`config.mk`:
```
export PLATFORM = sky130hd
export DESIGN_NAME = rf_write_arbiter_flat
export DESIGN_NICKNAME = d
export VERILOG_FILES = /design/src/rtl/rf_write_arbiter_pkg.sv /design/src/rtl/rf_write_arbiter_if.sv /design/src/rtl/rf_write_arbiter_rr_arb2.sv /design/src/rtl/rf_write_arbiter.sv /design/src/flat_wrapper.sv
export SDC_FILE = /design/constraint.sdc
export NUM_CORES = 1
export LEC_CHECK = 0
export CAP_MARGIN = 10
export CORE_MARGIN = 8
export CORE_UTILIZATION = 39
export DETAILED_ROUTE_END_ITERATION = 6
export PLACE_DENSITY = 0.77
export SYNTH_ARGS = -nofsm -noshare
export SYNTH_HDL_FRONTEND = slang
export SYNTH_SLANG_ARGS = --single-unit
```
`constraint.sdc`:
```
create_clock -name clk -period 2.46 [get_ports clk]
set_input_delay 0.246 -clock clk [delete_from_list [all_inputs] [get_ports clk]]
set_output_delay 0.246 -clock clk [all_outputs]
set_load 0.005 [all_outputs]
```
`src/rtl/rf_write_arbiter_pkg.sv`:
```
// Shared definitions for the register-file write arbiter.
// Holds the default widths, the register count and the
// controller state encoding.
package rf_pkg;

    localparam int RF_DATA_W   = 32;
    localparam int RF_ADDR_W   = 5;
    localparam int RF_NUM_REGS = 32;

    // INIT clears the register file. RUN serves the writeback requesters.
    typedef enum logic {
        INIT = 1'b0,
        RUN  = 1'b1
    } rf_state_t;

endpackage

```
`src/rtl/rf_write_arbiter_if.sv`:
```
// Bundle of requester handshakes and register-file write-port signals.
//   master : the requester / register-file side (drives valid, addr, data).
//   slave  : the arbiter (drives ready, rf_we, rf_addr, rf_wd, init_done).
interface rf_write_arbiter_if #(
    parameter int DATA_W = 32,
    parameter int ADDR_W = 5
);
    logic              req0_valid;
    logic [ADDR_W-1:0] req0_addr;
    logic [DATA_W-1:0] req0_data;
    logic              req0_ready;
    logic              req1_valid;
    logic [ADDR_W-1:0] req1_addr;
    logic [DATA_W-1:0] req1_data;
    logic              req1_ready;
    logic              rf_we;
    logic [ADDR_W-1:0] rf_addr;
    logic [DATA_W-1:0] rf_wd;
    logic              init_done;

    modport master (
        output req0_valid, req0_addr, req0_data,
        output req1_valid, req1_addr, req1_data,
        input  req0_ready, req1_ready,
        input  rf_we, rf_addr, rf_wd, init_done
    );

    modport slave (
        input  req0_valid, req0_addr, req0_data,
        input  req1_valid, req1_addr, req1_data,
        output req0_ready, req1_ready,
        output rf_we, rf_addr, rf_wd, init_done
    );
endinterface

```
`src/rtl/rf_write_arbiter_rr_arb2.sv`:
```
// Two-requester round-robin arbiter. It is purely combinational,
// and the pointer register lives in the parent.
//   valid[1:0] : request vector (bit 0 = req0)
//   ptr        : tie-break pointer (0 selects req0)
//   grant[1:0] : one-hot grant, or zero when no request
//   next_ptr   : after a grant, points at the non-granted requester
module rr_arb2 (
    input  logic [1:0] valid,
    input  logic       ptr,
    output logic [1:0] grant,
    output logic       next_ptr
);
    always_comb begin
        grant    = '0;
        next_ptr = ptr;
        case (valid)
            2'b01:   grant = 2'b01;
            2'b10:   grant = 2'b10;
            2'b11:   grant = ptr ? 2'b10 : 2'b01;
            default: grant = '0;
        endcase
        if (grant[0]) begin
            next_ptr = 1'b1;
        end else if (grant[1]) begin
            next_ptr = 1'b0;
        end
    end
endmodule

```
`src/rtl/rf_write_arbiter.sv`:
```
// Owner of the register-file write port (A3/WD3/WE3).
// After reset, the arbiter sweeps every register to zero because the storage
// has no reset. It then shares the port round-robin between req0 (ALU
// writeback) and req1 (load/multi-cycle writeback) through a registered
// output stage.
//   clk, reset : clock and synchronous active-high reset
//   bus        : requester handshakes, rf_we/rf_addr/rf_wd and init_done
module rf_write_arbiter
    import rf_pkg::*;
#(
    parameter int DATA_W    = RF_DATA_W,
    parameter int ADDR_W    = RF_ADDR_W,
    parameter bit INIT_ZERO = 1'b1
) (
    input  logic               clk,
    input  logic               reset,
    rf_write_arbiter_if.slave  bus
);
    rf_state_t         state_q, state_d;
    logic [ADDR_W-1:0] cnt_q, cnt_d;
    logic              rr_ptr_q, rr_ptr_d;
    logic              rf_we_q, rf_we_d;
    logic [ADDR_W-1:0] rf_addr_q, rf_addr_d;
    logic [DATA_W-1:0] rf_wd_q, rf_wd_d;

    logic              run;
    logic [1:0]        arb_valid;
    logic [1:0]        grant;
    logic              arb_next_ptr;
    logic [ADDR_W-1:0] sel_addr;
    logic [DATA_W-1:0] sel_data;

    assign run = (state_q == RUN);

    // Valids are gated with RUN, so the ready outputs stay low during the sweep.
    assign arb_valid = {bus.req1_valid, bus.req0_valid} & {2{run}};

    rr_arb2 u_arb (
        .valid    (arb_valid),
        .ptr      (rr_ptr_q),
        .grant    (grant),
        .next_ptr (arb_next_ptr)
    );

    assign bus.req0_ready = grant[0];
    assign bus.req1_ready = grant[1];

    assign sel_addr = grant[1] ? bus.req1_addr : bus.req0_addr;
    assign sel_data = grant[1] ? bus.req1_data : bus.req0_data;

    always_comb begin
        state_d   = state_q;
        cnt_d     = cnt_q;
        rr_ptr_d  = rr_ptr_q;
        rf_we_d   = 1'b0;
        rf_addr_d = rf_addr_q;
        rf_wd_d   = rf_wd_q;
        case (state_q)
            INIT: begin
                if (INIT_ZERO) begin
                    rf_we_d   = 1'b1;
                    rf_addr_d = cnt_q;
                    rf_wd_d   = '0;
                    cnt_d     = cnt_q + ADDR_W'(1);
                    if (cnt_q == '1) begin
                        state_d = RUN;
                    end
                end else begin
                    state_d = RUN;
                end
            end
            RUN: begin
                if (grant != 2'b00) begin
                    rr_ptr_d = arb_next_ptr;
                    // x0 is hardwired to zero. The write is accepted but dropped,
                    // and the output stage keeps its previous addr/data.
                    if (sel_addr != '0) begin
                        rf_we_d   = 1'b1;
                        rf_addr_d = sel_addr;
                        rf_wd_d   = sel_data;
                    end
                end
            end
            default: state_d = INIT;
        endcase
    end

    always_ff @(posedge clk) begin
        if (reset) begin
            state_q   <= INIT;
            cnt_q     <= '0;
            rr_ptr_q  <= 1'b0;
            rf_we_q   <= 1'b0;
            rf_addr_q <= '0;
            rf_wd_q   <= '0;
        end else begin
            state_q   <= state_d;
            cnt_q     <= cnt_d;
            rr_ptr_q  <= rr_ptr_d;
            rf_we_q   <= rf_we_d;
            rf_addr_q <= rf_addr_d;
            rf_wd_q   <= rf_wd_d;
        end
    end

    assign bus.rf_we     = rf_we_q;
    assign bus.rf_addr   = rf_addr_q;
    assign bus.rf_wd     = rf_wd_q;
    assign bus.init_done = run;

endmodule

```
`src/flat_wrapper.sv`:
```
// flat-port wrapper written by rule: the top's interface ports become plain ports
module rf_write_arbiter_flat import rf_pkg::*;
#(
    parameter int DATA_W    = RF_DATA_W,
    parameter int ADDR_W    = RF_ADDR_W,
    parameter bit INIT_ZERO = 1'b1
)
  (clk, reset, bus_req0_valid, bus_req0_addr, bus_req0_data, bus_req1_valid, bus_req1_addr, bus_req1_data, bus_req0_ready, bus_req1_ready, bus_rf_we, bus_rf_addr, bus_rf_wd, bus_init_done);
  rf_write_arbiter_if #(.DATA_W(DATA_W), .ADDR_W(ADDR_W)) bus_i ();
  input  logic clk;
  input  logic reset;
  input wire logic [$bits(bus_i.req0_valid)-1:0] bus_req0_valid;
  input wire logic [$bits(bus_i.req0_addr)-1:0] bus_req0_addr;
  input wire logic [$bits(bus_i.req0_data)-1:0] bus_req0_data;
  input wire logic [$bits(bus_i.req1_valid)-1:0] bus_req1_valid;
  input wire logic [$bits(bus_i.req1_addr)-1:0] bus_req1_addr;
  input wire logic [$bits(bus_i.req1_data)-1:0] bus_req1_data;
  output wire logic [$bits(bus_i.req0_ready)-1:0] bus_req0_ready;
  output wire logic [$bits(bus_i.req1_ready)-1:0] bus_req1_ready;
  output wire logic [$bits(bus_i.rf_we)-1:0] bus_rf_we;
  output wire logic [$bits(bus_i.rf_addr)-1:0] bus_rf_addr;
  output wire logic [$bits(bus_i.rf_wd)-1:0] bus_rf_wd;
  output wire logic [$bits(bus_i.init_done)-1:0] bus_init_done;
  assign bus_i.req0_valid = bus_req0_valid;
  assign bus_i.req0_addr = bus_req0_addr;
  assign bus_i.req0_data = bus_req0_data;
  assign bus_i.req1_valid = bus_req1_valid;
  assign bus_i.req1_addr = bus_req1_addr;
  assign bus_i.req1_data = bus_req1_data;
  assign bus_req0_ready = bus_i.req0_ready;
  assign bus_req1_ready = bus_i.req1_ready;
  assign bus_rf_we = bus_i.rf_we;
  assign bus_rf_addr = bus_i.rf_addr;
  assign bus_rf_wd = bus_i.rf_wd;
  assign bus_init_done = bus_i.init_done;
  rf_write_arbiter #(.DATA_W(DATA_W), .ADDR_W(ADDR_W), .INIT_ZERO(INIT_ZERO)) u_core (.clk(clk), .reset(reset), .bus(bus_i));
endmodule
```
Word level (Yosys, flattened, before mapping):

Cells that the tools add are included.

* register bits: 45
* bits of input ports: 78
* output and inout bits: 41

* add/subtract/negate cells: 1
* equal/unequal tests: 6
* muxes and demuxes: 17
* bitwise logic cells: 2
* reductions and logical operators: 4

Operator list (count)
* 32-bit 2-to-1 mux: 3
* 32-bit one-hot mux with 2 select lines: 1
* 5-bit 2-to-1 mux: 3
* 5-bit one-hot mux with 2 select lines: 1
* 1-bit 2-to-1 mux: 6
* 2-bit one-hot mux with 3 select lines: 1
* 5-bit by 1-bit adder with 5-bit output (second input constant): 1
* 5-bit == test (second input constant): 1
* 5-bit nonzero test: 1
* 2-bit == test (second input constant): 2
* 2-bit inequality test (second input constant): 2
* 2-bit AND reduction: 2
* 2-bit bitwise AND: 1
* 2-bit by 1-bit == test with 1-bit output (second input constant): 1
* 2-bit 2-to-1 mux: 1
* 1-bit one-hot mux with 2 select lines: 1
* 2-bit nonzero test: 1
* 1-bit NOT: 1

Logic depth before layout (Yosys ltp):

Gate-level depths: netlist (run 1).

* depth in word-level cells: 8
* mapped depth: 7

Cells and area by module:

Synthesis (run 1) repeated with hierarchy kept, for this count alone.

* cells, all modules: 188
* area total of the unflattened synthesis: 2059.5 sq um

Modules (own cells, without submodules)
* rf_write_arbiter: times used 1, cells each 183, area each 2031.9 sq um
* rr_arb2: times used 1, cells each 5, area each 27.5 sq um

Worst setup path before layout (run 1):

OpenSTA, ideal clock, no wires.

* path kind: input -> register
* from: input port bus_req0_addr[3]
* to: register u_core.rf_addr_q[4], in the netlist u_core.bus.rf_addr[4]
* data arrival time: 1.711 ns
* setup slack: 0.654 ns
* stages on the path: 5
* buffers on the path: 1
* cell sequence: or4_4 -> o221a_1 -> buf_6 -> or4_1 -> o311ai_1

* word-level cells in the longest chain between the ends: 4

RTL lines
* from (decl): RTL line flat_wrapper.sv:13 `input wire logic [$bits(bus_i.req0_addr)-1:0] bus_req0_addr;`
* 5-bit 2-to-1 mux: RTL line rf_write_arbiter.sv:48 `assign sel_addr = grant[1] ? bus.req1_addr : bus.req0_addr;`
* 5-bit nonzero test: RTL line rf_write_arbiter.sv:77 `if (sel_addr != '0) begin`
* 2-bit inequality test (no source line)
* 2-bit AND reduction (no source line)
* to (signal assigned): RTL line rf_write_arbiter.sv:101 `rf_addr_q <= rf_addr_d;`
* to (decl): RTL line rf_write_arbiter.sv:23 `logic [ADDR_W-1:0] rf_addr_q, rf_addr_d;`

No other way between the ends.
A chain may end at the register's enable or synchronous reset.

Worst setup path in the final report (run 1):

* from: input port bus_req1_valid
* to: output port bus_req1_ready

* word-level cells in the longest chain between the ends: 3

RTL lines
* from (decl): RTL line flat_wrapper.sv:15 `input wire logic [$bits(bus_i.req1_valid)-1:0] bus_req1_valid;`
* 2-bit bitwise AND (*): RTL line rf_write_arbiter.sv:36 `assign arb_valid = {bus.req1_valid, bus.req0_valid} & {2{run}};`
* 2-bit == test or 2-bit by 1-bit == test with 1-bit output (tied branches): RTL line rf_write_arbiter_rr_arb2.sv:16 `case (valid)`
* 2-bit one-hot mux with 3 select lines (*): RTL line rf_write_arbiter_rr_arb2.sv:16
* to (decl): RTL line flat_wrapper.sv:19 `output wire logic [$bits(bus_i.req1_ready)-1:0] bus_req1_ready;`

Every way passes the cells marked *; elsewhere a longest branch is shown, timed or not.

==> results of run 1 <==
-- power breakdown --
group	switching [W]	internal [W]	total [W]
clock	0.000255	0.000228	0.000483
combinational	0.0000900	0.000152	0.000242
sequential	0.00000686	0.000736	0.000743
total	0.000352	0.00112	0.00147
-- metrics by stage --
| step | std cells | area, sq um | total power (W) |
|---|---|---|---|
| after floorplan | 273 | 2203 | 0.0008403 |
| after global placement | 449 | 3490 | 0.0009976 |
| after detailed placement | 449 | 3490 | 0.001001 |
| after CTS | 457 | 3586 | 0.001477 |
| after global routing | 457 | 3586 | 0.001537 |
| final | 457 | 3586 | 0.001468 |
-- metal layers --
layer,up-vias,wire length [um],share of wire,global-route usage
li1,1242,-,-,-
met1,1183,3524,0.44,0.2280
met2,80,3896,0.49,0.3186
met3,11,457,0.057,0.05350
met4,0,99,0.012,0.05184
met5,-,0,0,0
-- worst min-delay path: stages --
cell	delay, ps
clkdlybuf4s50_1	390
nand2_1	50
a311oi_1	80
-- registers in the layout (all words and copies together) (netlist names) --
name and cells:
u_core.bus.init_done 1, u_core.bus.rf_wd 32, u_core.rr_ptr_q 1, u_core.bus.rf_addr 5, u_core.bus.rf_we 1, u_core.cnt_q 5
-- cell type report --
type,instances,area share
Timing Repair Buffer,134,0.3664
Clock buffer,6,0.02303
Multi-Input combinational cell,198,0.3304
Clock inverter,2,0.003838
Tap cell,72,0.02512
Sequential cell,45,0.2512
-- placed cells by master, fill, tap and decap left out, types with 2 or more instances in the layout --
cell type and instances:
or4_1 3, o21ai_0 35, dfxtp_1 45, nand2_1 38
nand2b_1 2, a311oi_1 34, mux2i_1 4, a21oi_1 6
nor3_1 33, a211oi_1 2, nor4_1 2, nand3_1 2
nor2_1 12, clkdlybuf4s50_1 118, buf_4 15, xor2_1 2
ha_1 2, or3b_2 2, clkbuf_8 6
-- path summary, 6_finish.rpt --
| check | from | slack, ps | cells after the start | endpoint |
|---|---|---|---|---|
| max | bus_req1_valid | 380 | 4 | bus_req1_ready |
| min | bus_req1_data[19] | 520 | 3 | u_core.bus.rf_wd[19]$_SDFFE_PP0P_ |
| max reg2reg | u_core.bus.init_done$_SDFF_PP0_ | 620 | 5 | u_core.bus.rf_addr[3]$_SDFFE_PP0P_ |
| min reg2reg | u_core.bus.rf_addr[2]$_SDFFE_PP0P_ | 540 | 2 | u_core.bus.rf_addr[2]$_SDFFE_PP0P_ |
-- cells by family after synthesis --
group | Yosys count
simple gates | 104
compound gates | 85
flops | 45
buf+inv | 30
mux | 4
xor+xnor | 3
fa+ha+maj | 2
==> results.md, run 1 <==
- The tightest hold margin is approximately 520 ps.
- The clock tree buffer depth is 2.
- The period utilization is 0.8436.
- Clock latency on the worst-skew pair, taken at its later pin, is between 200 and 300 ps.
- The worst setup path is of the in -> out kind.
- The required time of the critical path is approximately 2200 ps.
- The number of nets in the final layout is ~460.
- Across the VDD grid, the largest voltage drop is 0.2304 mV.
- The number of gates resized after CTS is 0.
- The area of combinational cells with multiple inputs is 1185 sq um.
- The type of the worst min-delay path is in -> reg.
- The total congestion overflow is 0.
- The top-level I/O count is 119.
- After synthesis, the cell types taking the most area are dfxtp_1 41%, a311oi_1 14%, o21ai_0 8.0%.
- The number of antenna diodes in the final layout is 0.
- The CTS tree is done.
- The fraction of the mapped netlist area in compound gates is 0.2669.
- The transition time at the pin with the least slew margin is approximately 380 ps.
- The run finished with clean final reports.
- The clock skew after layout is about 8.0 ps.
- The count of H-tree levels built during CTS is 2.
- The family of cells with the greatest summed delay on the critical path is buffers and inverters.
- The number of buffer cells added on primary ports is between 100 and 150.
- The final route contains 2,516 vias.
- Of the total synthesized cell area, the portion taken by XOR and XNOR cells is 0.01193.
- The number of warning messages in the yosys log is 0.
- Routability-driven placement finished with a final weighted congestion of around 0.95.
- STA classifies the critical path endpoint as an output pin.
- Synthesis instantiated 36 different standard cells from the library.
- Dividing the detail-routed wire length by the instance count gives roughly 17 um.
- In the post-route analysis, the smallest setup slack over all paths is approximately 380 ps.
- The number of buffers inserted by hold repair at cts is 0.
- STA classifies the critical path startpoint as an input port.
- The post-synthesis cell count is approximately 270.
- The worst path needs between 2000 and 2500 ps of the cycle, external delays included.
- After synthesis the cells add up to 2203 sq um.
- The number of setup buffers added after CTS is 0.
- For the final routed database, the setup TNS stands at 0 ps.
- The synthesized-area fraction occupied by and/or/nand/nor cells is 0.2249.
- The tool flagged a number of max-cap violations equal to 0.
- The post-placement worst setup slack is roughly 150 ps.
- The remaining max-slew budget at the tightest pin is 0.7410.
- The number of clock buffers inserted by TritonCTS is 5.
- For this run, the top clock speed supported by timing is about 0.48 GHz.
- After floorplanning, the core was divided into 27 placement rows.
- The cell leakage power is 1.199 nW.
- The biggest cell delay along the critical path is 590 ps.
- The region available for standard cell placement spans 5473 sq um.
- Of the cells placed in the final design, the portion with a size suffix greater than 1 is 0.08312.
- The total wirelength of the detailed-routed design is roughly 8000 um.
- The sequential cells in the finished layout cover a total of 900.9 sq um.
- Each instance of the synthesized netlist takes up on average around 8.1 sq um.
- The leading register cell type out of synthesis is dfxtp_1.
- Entering global routing, the biggest net connects 35 pins.
- In this run the remaining antenna-violating nets after routing total 0.
- The count of TritonRoute iterations in the first routing pass is 4.
- In this design, the critical path's most frequently occurring cell is clkdlybuf4s50_1.
- The number of buffer and inverter instances along the worst setup path is 2.
- By area, the combinational part of the netlist is dominated by compound AO/OA/AOI/OAI gates.
- Compared with the post-synthesis result, the final layout area differs by 62.75%.
- The via-per-instance ratio is about 5.5.
- Power spread over the standard cell area amounts to around 410 nW/um^2.
- The count of clock tree sinks is between 40 and 50.
- The most repeated cell in the gate-level netlist after synthesis is dfxtp_1.
- The die area is just over 8000 sq um.
- For this run, the total global-route usage over all layers was measured as 0.1886.
- Of the synthesized area, sequential elements account for 0.4089.
- The largest individual stage delay along the critical path comes from the cell clkdlybuf4s50_1.
- In this run the worst path has a maximum fanout of 7.
- The half-perimeter wire length after placement is roughly 5900 um.
- The signal on the critical path passes through clkdlybuf4s50_1 -> nand2_1 -> nor2_2 -> clkdlybuf4s50_1.
- The share of synthesized area in the top cell type comes to 0.4089.
- The layout has around 500 filler cells.
- The clock input transition at the sequential cells of the worst setup and hold paths is approximately 80 ps.
- Setup repair after global routing left no endpoint under its margin.
- Counting flops with an async set or reset pin after synthesis yields a share of 0.
- The post-synthesis share of cell area spent on full adders, half adders and majority gates is 0.01136.
- The number of endpoints failing setup at the final stage is 0.
- Once layout is complete, the utilization of the core stands at 0.6552.
- The final hold violation count is 0.
- The arrival time at the worst endpoint is 1830 ps.
- Of the post-synthesis cell area, the part taken by muxes is 0.01817.
- The die extent in y is about 91 um.
- The net count after synthesis is 353.
- The total count of max-transition violations in the final report was 0.
- The initial antenna violation count is 0.
- For this run, design rule violations remaining after detail routing come to 0.
- After the first detailed-routing iteration, the DRC count stood at 174.
- Yosys mapped a number of flops with a built-in enable equal to 0.
- The first global-routing pass estimated 13,120 um of wire.
- The initial utilization of the core area, before any placement, comes to 0.4026.
- The die is between 90 and 100 um wide.
- CTS placed an instance of clkbuf_8 at the clock tree root.
- The via count of the first global-routing pass came to approximately 2,600.
- Counting flops and latches in the post-synthesis netlist gives between 40 and 50.
- The synthesized design spends more area on one cell type than any other, namely dfxtp_1.
- In the synthesized netlist, the cells that appear most often are 45 x dfxtp_1, 38 x nand2_1, 35 x o21ai_0.
No activity file was read; power rests on OpenSTA's default activity.
==> run 2: changes to the inputs <==
clock period = 2 ns   (was 2.46 ns; I/O delays follow)
==> run 2 against run 1 <==
Sequential share of layout area fell by 0.62 points. Clock skew is 3.9 ps higher. Critical path depth increased by 1. Final area increased by 2.5%. Count of clock-buffer cells in the layout is 1 higher. Total power up 21%. Cell count is 2.6% higher. Highest routed layer unchanged.
==> results.md, run 2 (synthesized netlist as in run 1, its figures left out) <==
- The count of nets left with antenna violations after detail routing is 0.
- The internal power of the cells is approximately 0.0014 W.
- The worst setup path is captured at a flip-flop.
- The core region is between 5000 and 6000 sq um.
- Summed over all nets, the switching power comes to ~0.00043 W.
- Of the total power, combinational logic draws 0.177.
- Entering global routing, the biggest net connects 28 pins.
- The peak clock frequency supported by timing is 0.5170 GHz.
- The via-per-instance ratio is between 5 and 6.
- The CTS tree is done.
- The global-route wire length before repair is approximately 13,000 um.
- In this run the worst path has a maximum fanout of 5.
- The number of endpoints failing setup at the final stage is 0.
- The via count of the first global-routing pass is approximately 2,500.
- The share of power burned in the clock network is 0.310.
- The internal reg-to-reg setup slack is 270 ps.
- Final hold analysis gives a worst-case slack of approximately 470 ps.
- After clock tree synthesis, the repair step resized 0 gates.
- Data arrives at the worst endpoint at 2110 ps.
- 0 antenna diodes ended up in the layout.
- For this run, design rule violations remaining after detail routing come to 0.
- The starting density of the core is 0.4026.
- The die extent in y is ~91 um.
- The wire-length estimate of the detail-placed layout is between 6000 and 7000 um.
- The count of H-tree levels built during CTS is 2.
- Between clock sinks in the finished design, the worst skew comes to about 12 ps.
- For this design, the slowest cell found on the critical path is or4_4.
- The count of TritonRoute iterations in the first routing pass is 4.
- Summing all placed instances gives a cell area of approximately 3600 sq um.
- The switching part of the total is 0.2392.
- The tool flagged a number of max-cap violations equal to 0.
- The startpoint of the lowest-slack hold path is bus_req1_data[29].
- Buffers inserted during clock tree synthesis total 5.
- The critical path launch point is bus_req0_addr[3].
- The setup total negative slack is 0 ps.
- After detailed routing, the average wire length per cell comes to ~17 um.
- The startpoint type of the worst setup path is an input port.
- The required time of the critical path is between 2000 and 2500 ps.
- The floorplan die width is approximately 91 um.
- The type of the worst min-delay path is in -> reg.
- The worst path in the final design needs a cycle of ~1900 ps, including I/O delays and setup.
- After the last flow step, the layout net total stands at ~480.
- Among cell families on the critical path, the largest total delay comes from simple AND/OR/NAND/NOR gates.
- Relative to the synthesized area, the layout overhead comes to 66.84%.
- Summing all multi-input logic gate instances after layout gives ~1200 sq um.
- The number of buffers inserted by hold repair at cts is 0.
- Once the clock tree was built, the setup fixing pass inserted 0 buffers.
- Clock-pin slew was measured on the worst setup and hold paths at 90 ps.
- The violation count after the first detailed-route iteration is 96.
- The period utilization is 0.9670.
- At the later pin of the worst-skew pair, clock insertion delay measures 300 ps.
- The number of buffer and inverter instances along the worst setup path is 1.
- The clock passes through at most 2 buffers.
- The filler cell count is approximately 480.
- The run finished with clean final reports.
- Across the whole layout, storage elements account for 900.9 sq um.
- The top cell types in the final layout, fill and taps aside, are 118 x clkdlybuf4s50_1, 45 x dfxtp_1, 38 x nand2_1.
- The part of the power in registers is 0.513.
- The total count of max-transition violations in the final report is 0.
- The die covers approximately 8300 sq um.
- Clock tree synthesis found a total of 45 sinks.
- The number of flip-flops under the largest register name is 32.
- Overall power consumption after layout is estimated at 0.001781 W.
- The final hold violation count came to 0.
- The post-route cell area is roughly 3700 sq um.
- The critical path goes through clkdlybuf4s50_1 -> or4_4 -> o221a_1 -> or4_1 -> o311ai_0.
- In this run the tightest slew margin relative to its limit is 0.6833.
- The worst setup path is of the in -> reg kind.
- The total power per unit cell area is roughly 480 nW/um^2.
- The final estimated routing congestion in global placement is between 0.8 and 0.9.
- The share of post-route cells with drive strength above 1 is 0.1058.
- The critical register-to-register path startpoint is u_core.bus.init_done$_SDFF_PP0_.
- During I/O placement, the number of pins put on the boundary was about 120.
- The total vias in the final route is about 2,600.
- The most frequent standard cell in the layout excluding fill and tap cells is clkdlybuf4s50_1.
- The total wirelength of the detailed-routed design is between 7000 and 8000 um.
- CTS placed an instance of clkbuf_8 at the clock tree root.
- On the worst path, the slowest cell contributes a delay of 560 ps.
- Measured on the finished design, the core utilization comes to 0.6717.
- For this run the aggregate overflow at the end of global routing stands at 0.
- The cell leakage power is approximately 1.3 nW.
- The global router's overall resource usage is 0.1867.
- The worst ir drop on vdd is just over 0.4 mV.
- Setup repair after global routing left no endpoint under its margin.
- The initial antenna violation count was 0.
- The transition time at the pin with the least slew margin is roughly 470 ps.
- The number of buffer cells added on primary ports is around 120.
- The number of cell rows is 27.
run 2: cell types whose count changed in the layout (fill, tap and decap cells not counted):
| cell | change |
|---|---|
| buf_12 | +1 |
| buf_4 | +11 |
| clkbuf_1 | +2 |
| clkbuf_8 | -1 |
| clkinv_2 | -1 |
| clkinv_4 | -1 |
| clkinvlp_4 | +1 |
run 2: power groups by stage:
stage	Sequential [W]	Combinational (W)	Clock, W
after CTS	0.000914	0.000315	0.000568
final	0.000914	0.000315	0.000552
after floorplan	0.000933	0.000101	0
after global routing	0.000915	0.000340	0.000606
after global placement	0.000934	0.000311	0
after detailed placement	0.000935	0.000313	0
run 2: tightest hold or removal path: stages:
cell,delay (ps)
clkdlybuf4s50_1,390
nand2_1,60
a311oi_1,70
run 2: path summary, 6_finish.rpt:
kind,endpoint,depth (start not counted)
worst max-delay path,u_core.bus.rf_addr[0]$_SDFFE_PP0P_,5
worst min-delay path,u_core.bus.rf_wd[29]$_SDFFE_PP0P_,3
worst max register to register,u_core.bus.rf_wd[25]$_SDFFE_PP0P_,5
worst min register to register,u_core.bus.rf_addr[2]$_SDFFE_PP0P_,2
run 2: per-stage QoR:
| stage | std cells | setup WS, ps |
|---|---|---|
| 2_1_floorplan | 273 | 240.1 |
| 3_3_place_gp | 461 | -168.9 |
| 3_5_place_dp | 461 | -244.7 |
| 4_1_cts | 469 | 68.79 |
| 5_1_grt | 469 | 2.878 |
| 6_report | 469 | 65.91 |
run 2: layout make-up:
cell class / instances / area share
Tap cell: 72 / 0.02451
Clock inverter: 1 / 0.002042
Sequential cell: 45 / 0.2451
Timing Repair Buffer: 146 / 0.3853
Multi-Input combinational cell: 198 / 0.3223
Clock buffer: 7 / 0.02076
run 2: routing by layer:
metal	GRT usage	wire [um]
met1	0.2269	3437
met2	0.3162	3847
met3	0.05514	618
met4	0.04229	76
met5	0	0
